### config.mk
export PLATFORM = sky130hd
export DESIGN_NAME = conv_serial_sequencer
export DESIGN_NICKNAME = d
export VERILOG_FILES = /design/src/rtl/conv_serial_sequencer.sv
export SDC_FILE = /design/constraint.sdc
export NUM_CORES = 1
export LEC_CHECK = 0
export ABC_AREA = 1
export BUFFER_PORTS_ARGS = -buffer_cell sky130_fd_sc_hd__buf_2
export CORE_MARGIN = 8
export CORE_UTILIZATION = 35
export DETAILED_ROUTE_END_ITERATION = 8
export PLACE_DENSITY = 0.58
export SYNTH_ARGS = -nofsm -noshare
export SYNTH_HDL_FRONTEND = slang
export SYNTH_SLANG_ARGS = --single-unit
### constraint.sdc
create_clock -name clk -period 3.3 [get_ports clk]
set_clock_uncertainty 0.2 [all_clocks]
set_input_delay 0.165 -clock clk [delete_from_list [all_inputs] [get_ports clk]]
set_output_delay 0.165 -clock clk [all_outputs]
set_load 0.005 [all_outputs]
### src/rtl/conv_serial_sequencer.sv
// Serial-mode convolution sequencer: drives operand reads, MAC strobes and result writes, one tap per cycle.
// Optional macro CONV_SEQ_CORR_MODE_EN adds a corr_mode input selecting unflipped (correlation) B addressing.
module conv_serial_sequencer #(
  parameter int IN_DIM  = 4,
  parameter int K_DIM   = 3,
  parameter int MEM_LAT = 1,
  parameter int ADDR_W  = 4,
  parameter int RES_W   = 2
) (
  input  logic              clk,
  input  logic              rst_n,
  input  logic              start,
  input  logic              abort,
`ifdef CONV_SEQ_CORR_MODE_EN
  input  logic              corr_mode,
`endif
  output logic              busy,
  output logic              done,
  output logic              rd_en,
  output logic [ADDR_W-1:0] addr_a,
  output logic [ADDR_W-1:0] addr_b,
  output logic              mac_en,
  output logic              mac_clear,
  output logic              res_wr,
  output logic [RES_W-1:0]  res_addr,
  input  logic              res_ready
);

  localparam int OUT_DIM = IN_DIM - K_DIM + 1;
  localparam int CNT_W   = $clog2(IN_DIM) + 1;
  localparam int DCW     = $clog2(MEM_LAT) + 1;

  typedef enum logic [2:0] {S_IDLE, S_ISSUE, S_DRAIN, S_WRITE, S_DONE} state_t;

  state_t             state_q;
  logic [CNT_W-1:0]   orow_q, ocol_q, kr_q, kc_q;
  logic [CNT_W-1:0]   orow_d, ocol_d, kr_d, kc_d;
  logic               tap_last, out_last;
  logic [DCW-1:0]     drain_q;
  logic               busy_q, done_q, rd_en_q, tap0_q, res_wr_q;
  logic [ADDR_W-1:0]  addr_a_q, addr_b_q;
  logic [RES_W-1:0]   res_addr_q;
  logic [MEM_LAT-1:0] rd_pipe_q, clr_pipe_q;
  logic               corr_sel;

`ifdef CONV_SEQ_CORR_MODE_EN
  logic corr_q;
  // The first tap is addressed in the start cycle, before corr_q has been captured.
  assign corr_sel = (state_q == S_IDLE) ? corr_mode : corr_q;
`else
  assign corr_sel = 1'b0;
`endif

  function automatic logic [ADDR_W-1:0] f_addr_a(input logic [CNT_W-1:0] orow, ocol, kr, kc);
    return ADDR_W'((int'(orow) + int'(kr)) * IN_DIM + int'(ocol) + int'(kc));
  endfunction

  function automatic logic [ADDR_W-1:0] f_addr_b(input logic corr, input logic [CNT_W-1:0] kr, kc);
    if (corr) return ADDR_W'(int'(kr) * K_DIM + int'(kc));
    return ADDR_W'((K_DIM - 1 - int'(kr)) * K_DIM + (K_DIM - 1 - int'(kc)));
  endfunction

  function automatic logic [RES_W-1:0] f_res_addr(input logic [CNT_W-1:0] orow, ocol);
    return RES_W'(int'(orow) * OUT_DIM + int'(ocol));
  endfunction

  always_comb begin
    kc_d     = kc_q + 1'b1;
    kr_d     = kr_q;
    ocol_d   = ocol_q + 1'b1;
    orow_d   = orow_q;
    tap_last = (kr_q == CNT_W'(K_DIM - 1)) && (kc_q == CNT_W'(K_DIM - 1));
    out_last = (orow_q == CNT_W'(OUT_DIM - 1)) && (ocol_q == CNT_W'(OUT_DIM - 1));
    if (kc_q == CNT_W'(K_DIM - 1)) begin
      kc_d = '0;
      kr_d = kr_q + 1'b1;
    end
    if (ocol_q == CNT_W'(OUT_DIM - 1)) begin
      ocol_d = '0;
      orow_d = orow_q + 1'b1;
    end
  end

  always_ff @(posedge clk or negedge rst_n) begin
    if (!rst_n) begin
      state_q    <= S_IDLE;
      orow_q     <= '0;
      ocol_q     <= '0;
      kr_q       <= '0;
      kc_q       <= '0;
      drain_q    <= '0;
      busy_q     <= 1'b0;
      done_q     <= 1'b0;
      rd_en_q    <= 1'b0;
      tap0_q     <= 1'b0;
      res_wr_q   <= 1'b0;
      addr_a_q   <= '0;
      addr_b_q   <= '0;
      res_addr_q <= '0;
      rd_pipe_q  <= '0;
      clr_pipe_q <= '0;
`ifdef CONV_SEQ_CORR_MODE_EN
      corr_q     <= 1'b0;
`endif
    end else begin
      // MAC strobes trail the read strobe by the operand memory latency
      rd_pipe_q[0]  <= rd_en_q;
      clr_pipe_q[0] <= tap0_q;
      for (int i = 1; i < MEM_LAT; i++) begin
        rd_pipe_q[i]  <= rd_pipe_q[i-1];
        clr_pipe_q[i] <= clr_pipe_q[i-1];
      end
      done_q <= 1'b0;

      if (abort && state_q != S_IDLE) begin
        state_q    <= S_IDLE;
        busy_q     <= 1'b0;
        rd_en_q    <= 1'b0;
        tap0_q     <= 1'b0;
        res_wr_q   <= 1'b0;
        rd_pipe_q  <= '0;
        clr_pipe_q <= '0;
      end else begin
        case (state_q)
          S_IDLE: begin
            if (start && !abort) begin
              state_q  <= S_ISSUE;
              busy_q   <= 1'b1;
              rd_en_q  <= 1'b1;
              tap0_q   <= 1'b1;
              orow_q   <= '0;
              ocol_q   <= '0;
              kr_q     <= '0;
              kc_q     <= '0;
              addr_a_q <= f_addr_a('0, '0, '0, '0);
              addr_b_q <= f_addr_b(corr_sel, '0, '0);
`ifdef CONV_SEQ_CORR_MODE_EN
              corr_q   <= corr_mode;
`endif
            end
          end
          S_ISSUE: begin
            tap0_q <= 1'b0;
            if (tap_last) begin
              state_q <= S_DRAIN;
              rd_en_q <= 1'b0;
              drain_q <= '0;
            end else begin
              kr_q     <= kr_d;
              kc_q     <= kc_d;
              addr_a_q <= f_addr_a(orow_q, ocol_q, kr_d, kc_d);
              addr_b_q <= f_addr_b(corr_sel, kr_d, kc_d);
            end
          end
          S_DRAIN: begin
            if (drain_q == DCW'(MEM_LAT - 1)) begin
              state_q    <= S_WRITE;
              res_wr_q   <= 1'b1;
              res_addr_q <= f_res_addr(orow_q, ocol_q);
            end else begin
              drain_q <= drain_q + 1'b1;
            end
          end
          S_WRITE: begin
            if (res_ready) begin
              res_wr_q <= 1'b0;
              if (out_last) begin
                state_q <= S_DONE;
                done_q  <= 1'b1;
              end else begin
                state_q  <= S_ISSUE;
                orow_q   <= orow_d;
                ocol_q   <= ocol_d;
                kr_q     <= '0;
                kc_q     <= '0;
                rd_en_q  <= 1'b1;
                tap0_q   <= 1'b1;
                addr_a_q <= f_addr_a(orow_d, ocol_d, '0, '0);
                addr_b_q <= f_addr_b(corr_sel, '0, '0);
              end
            end
          end
          S_DONE: begin
            state_q <= S_IDLE;
            busy_q  <= 1'b0;
          end
          default: state_q <= S_IDLE;
        endcase
      end
    end
  end

  assign busy      = busy_q;
  assign done      = done_q;
  assign rd_en     = rd_en_q;
  assign addr_a    = addr_a_q;
  assign addr_b    = addr_b_q;
  assign mac_en    = rd_pipe_q[MEM_LAT-1];
  assign mac_clear = clr_pipe_q[MEM_LAT-1];
  assign res_wr    = res_wr_q;
  assign res_addr  = res_addr_q;

endmodule

# [Word level (Yosys, flattened, before mapping)]
# Cells that the tools add are included.
[classes] addsub=13 multipliers=1 div_mod_pow=0 n_lt_le_gt_ge=0 eq_ne=18 shifts=0 mux=69 bitwise_logic=2 reduce_logical=22
[op_table] operator="3-bit two-way mux" count=19
[op_table] operator="4-bit two-way mux" count=11
[op_table] operator="1-bit two-way mux" count=27
[op_table] operator="4-bit one-hot mux with 3 select lines" count=2
[op_table] operator="3-bit one-hot mux with 3 select lines" count=2
[op_table] operator="3-bit inequality test, second input constant" count=5
[op_table] operator="3-bit by 1-bit adder with 3-bit output, second input constant" count=4
[op_table] operator="4-bit by 3-bit adder with 4-bit output" count=3
[op_table] operator="3-bit by 2-bit == test with 1-bit output, second input constant" count=4
[op_table] operator="3-bit one-hot mux with 2 select lines" count=2
[op_table] operator="3-bit one-hot mux with 4 select lines" count=1
[op_table] operator="3-bit nonzero test" count=4
[op_table] operator="2-bit inequality test, second input constant" count=5
[op_table] operator="5-bit AND reduction" count=2
[op_table] operator="3-bit by 1-bit == test with 1-bit output, second input constant" count=3
[op_table] operator="3-bit AND reduction" count=3
[op_table] operator="4-bit AND reduction" count=2
[op_table] operator="2-bit by 3-bit subtractor with 4-bit output, first input constant" count=2
[op_table] operator="1-bit one-hot mux with 2 select lines" count=3
[op_table] operator="1-bit one-hot mux with 3 select lines" count=2
[op_table] operator="6-bit AND reduction" count=1
[op_table] operator="2-bit adder" count=2
[op_table] operator="4-bit adder" count=1
[op_table] operator="1-bit logical AND" count=4
[op_table] operator="other kinds (9)" count=11
[word_totals] reg_bits=33 latchBits=0 ram_bits=0 romBits=0 input_bits=5 out_inout_bits=16 wordCells=141 n_memories=0

# [Logic depth before layout (Yosys ltp)]
[depth] depth_word=10 depth_mapped=19

# [Worst setup path before layout]
# OpenSTA, ideal clock, no wires.
[synth_timing] path_kind="register to register" start="reg kr_q[0]" end="reg addr_b_q[3], in the netlist addr_b[3]" setup_time_ps=119 arrival_ps=2669 required_time_ps=2981 setup_slack_ps=312 stages_incl_launch_ff=19 path_buffers=0 synth_period_minus_slack_ps=2988 cell_sequence="dfrtp_1 -> inv_1 -> ha_1 -> nand4_1 -> nand2_1 -> nand2_1 -> nand2_1 -> ha_1 -> inv_1 -> fa_1 -> inv_1 -> ha_1 -> nand2_1 -> inv_1 -> nand3_1 -> nand3_1 -> nand2_1 -> nor2_1 -> nor2_1"
[synth_via] elab_chain_cells=8 elab_cells_between_ends=12 cone_classes="3 x add/sub; 1 x mul; 2 x eq/ne; 4 x mux; 2 x reduce/logical"
[synth_lines] element="from (decl)" line="36" rtl="logic [CNT_W-1:0] orow_q, ocol_q, kr_q, kc_q;"
[synth_lines] element="from (signal assigned)" line="149" rtl="kr_q <= kr_d;"
[synth_lines] element="3-bit by 1-bit adder with 3-bit output" line="76" rtl="kr_d = kr_q + 1'b1;"
[synth_lines] element="3-bit two-way mux" line="74" rtl="if (kc_q == CNT_W'(K_DIM - 1)) begin"
[synth_lines] element="2-bit by 3-bit subtractor with 4-bit output" line="60" rtl="return ADDR_W'((K_DIM - 1 - int'(kr)) * K_DIM + (K_DIM - 1 - int'(kc)));"
[synth_lines] element="4-bit by 3-bit multiplier with 4-bit output" line="60"
[synth_lines] element="4-bit adder" line="60"
[synth_lines] element="4-bit two-way mux" line="60"
[synth_lines] element="4-bit two-way mux" line="144" rtl="if (tap_last) begin"
[synth_lines] element="4-bit one-hot mux with 3 select lines" line="124" rtl="case (state_q)"
[synth_lines] element="to (signal assigned)" line="136" rtl="addr_b_q <= f_addr_b(corr_sel, '0, '0);"
[synth_lines] element="to (signal assigned)" line="152" rtl="addr_b_q <= f_addr_b(corr_sel, kr_d, kc_d);"
[synth_lines] element="to (signal assigned)" line="179" rtl="addr_b_q <= f_addr_b(corr_sel, '0, '0);"
[synth_lines] element="to (decl)" line="41" rtl="logic [ADDR_W-1:0] addr_a_q, addr_b_q;"
# Parallel ways exist; a longest one is shown, timed or not. The select of a mux whose other input is x is not followed.
# A chain may end at the register's enable or synchronous reset.

# [Worst setup path after layout]
# Ends and elaborated chain as after synthesis.

==> flow_summary.ini <==
[setup_path]
startpoint_type = register
slowest_stage = fa_1
slowest_delay_ps = 500
critPathKind = reg2reg
crit_path_end_kind = register
cp_data_required_time_ps = 3270
crit_path_max_fanout = 5
worstPathArrival_ps = 3030
path_cells = inv_1, ha_1, nand4_1, nand2_2, nand2_1, nand2_1, ha_1, inv_1, fa_1, inv_1, ha_4, nand2_1, inv_1, nand3_1, nand3_1, nand2_1, nor2_1, nor2_1
cp_top_family = adder cells
path_buf_inv = 4

[sta]
fin_tns_setup_ps = 0
rsz0062_at_grt = no
worst_pin_slew_ps = 723
finalSetupViolations = 0
timing_hold_violations_final = 0
post-route-min-period_ps = 3050
post-route-period-util = 0.926
slew-limit-headroom = 0.518
max_freq_mhz = 327
final_max_slew_viol_count = 0

[floorplan]
ioPinCount = 21
die_h_um = 94
initial_core_util = 0.362
core_area_sq_um = 5890
dieArea_sq_um = 8840
core.rowCount = 28
die_x_um = 94

[clock_network]
cts_tree = yes
root_buffer = clkbuf_8
cts_buffers = 5
cts_sinks = 32
htreeDepth = 2
clk_pin_slew_ps = 80
clockBufferDepth = 2
clk_latency_ps = 290

[synthesis]
synth_common_cells = nand2_1 (69), inv_1 (35), dfrtp_1 (32)
synth_seq_cells = 32
ys_types = 34
ys_async_sr_fraction = 1.00
synthesis.area_sq_um = 2130
yosysMostFrequentCell = nand2_1
synth_area_leaders = dfrtp_1 (38%), nand2_1 (12%), ha_1 (7.1%)
synth_area_per_cell_sq_um = 8.13
synth_edf_count = 0
synth_cells = 262
synthFlopType = dfrtp_1
ys_warn_count = 0
synth_top_cell_area_share = 0.376
syn_nets = 284
seq_area_frac_synth = 0.376
synth_top_cell_by_area = dfrtp_1

[global_route]
grt_pass1_wl_um = 7850
grt_pass1_vias = 1718
grt_max_degree = 33
overflow = 0
grtUsageTotal = 0.112
antenna_found_initial = 0

[pwr]
power.density_nw_per_um2 = 1130
p_leak_nw = 1.32
ir_worst_vdd_uv = 982
fin_total_pwr_mw = 2.78

[flow_run]
maxCapViolCount = 0

[finish]
syn_to_final_growth_pct = 15.3
fin_area_sq_um = 2450
antenna_cells = 0
fin_nets = 312
drive_gt1_frac = 0.196
fin_util = 0.417

[routing]
drc = 0
wl_um = 4570
vias = 1769
dr.pass1.iters = 4
viasPerCell = 4.83
drt_iter0_markers = 103
wl_per_cell_um = 12.5
final_antenna_net_count = 0

[placement]
gp_congestion = 0.895
place_area_sq_um = 2300
dp_hpwl_um = 3480
port_buffers = 20

[hold_path]
hp-class = in2reg

[status]
status = finished clean
where the power goes:
part	total, mW	internal (mW)	switching (mW)
Clock	0.373	0.224	0.149
Sequential	0.634	0.528	0.106
Combinational	1.77	0.701	1.07
Total	2.78	1.45	1.33
timing repair:
action,4_1_cts,5_1_grt
setup endpoints to repair,0,1
hold buffers,2,0
gates resized for setup,0,3
endpoints found under the hold margin,33,0
setup buffers,0,1
per-stage QoR:
| stage | setup WS, ps | hold WS, ps | std cells |
|---|---|---|---|
| 6_report | 245 | 128 | 366 |
| 5_1_grt | 28.6 | 151 | 366 |
| 4_1_cts | 76.4 | 125 | 365 |
| 3_5_place_dp | 99.0 | 76.4 | 355 |
| 3_3_place_gp | 203 | 85.2 | 355 |
| 2_1_floorplan | 312 | -331 | 262 |
cells in the final DEF, fill, tap and decap left out, types with 10 or more instances in the layout:
cell	instances
inv_1	35
nand2_1	68
xor2_1	11
dfrtp_1	31
nand3_1	13
nor2_1	16
ha_1	11
o21ai_1	10
buf_2	20
o21ai_0	10
logic make-up after synthesis:
family / count (synthesis) / share of synthesized area
AO/OA/AOI/OAI: 36 / 0.102
flip-flops: 32 / 0.376
multiplexers: 1 / 0.00529
AND/OR/NAND/NOR: 118 / 0.261
buffers and inverters: 46 / 0.0887
adder cells (fa/ha/maj): 17 / 0.118
XOR/XNOR: 12 / 0.0494
worst reg2reg max path, cell delays in order (launching register included):
cell and delay [ps]:
dfrtp_2 400, inv_1 70, ha_1 310, nand4_1 120, nand2_2 90, nand2_1 90
nand2_1 80, ha_1 270, inv_1 50, fa_1 500, inv_1 60, ha_4 270
nand2_1 40, inv_1 40, nand3_1 80, nand3_1 80, nand2_1 50, nor2_1 90
nor2_1 40
flip-flops by register name, summed over array words and instances, names as in the netlist:
name       cells
done           1
addr_b         4
tap0_q         1
addr_a         4
mac_clear      1
kr_q           3
orow_q         3
kc_q           3
res_addr       2
state_q        3
busy           1
ocol_q         3
res_wr         1
mac_en         1
rd_en          1
worst paths after layout:
kind	startpoint	endpoint	slack, ps	cells after the start
hold / removal	abort	res_addr[0]	130	4
setup / recovery	kr_q[0]	addr_b[3]	250	18
max in group asynchronous	rst_n	kr_q[0]	2110	2
hold reg to reg	tap0_q	tap0_q	270	2
min in group asynchronous	rst_n	res_addr[1]	260	2
setup reg to reg	kr_q[0]	addr_b[3]	250	18
layer usage:
| metal | wire (um) | GRT usage | part of all wire |
|---|---|---|---|
| met5 | 0 | 0 | 0 |
| met4 | 77 | 0.0476 | 0.017 |
| met3 | 233 | 0.0288 | 0.051 |
| met2 | 2130 | 0.186 | 0.47 |
| met1 | 2130 | 0.133 | 0.46 |
layout make-up:
class                      count  area [sq um]
fill                         618          3430
multi-input combinational    184          1150
sequential                    32           802
inverter                      43           161
timing repair buffer          24           135
tap                           75          93.8
clock buffer                   6          72.6
clock inverter                 2          35.0
Note: power is estimated with default switching activity, not from simulation.
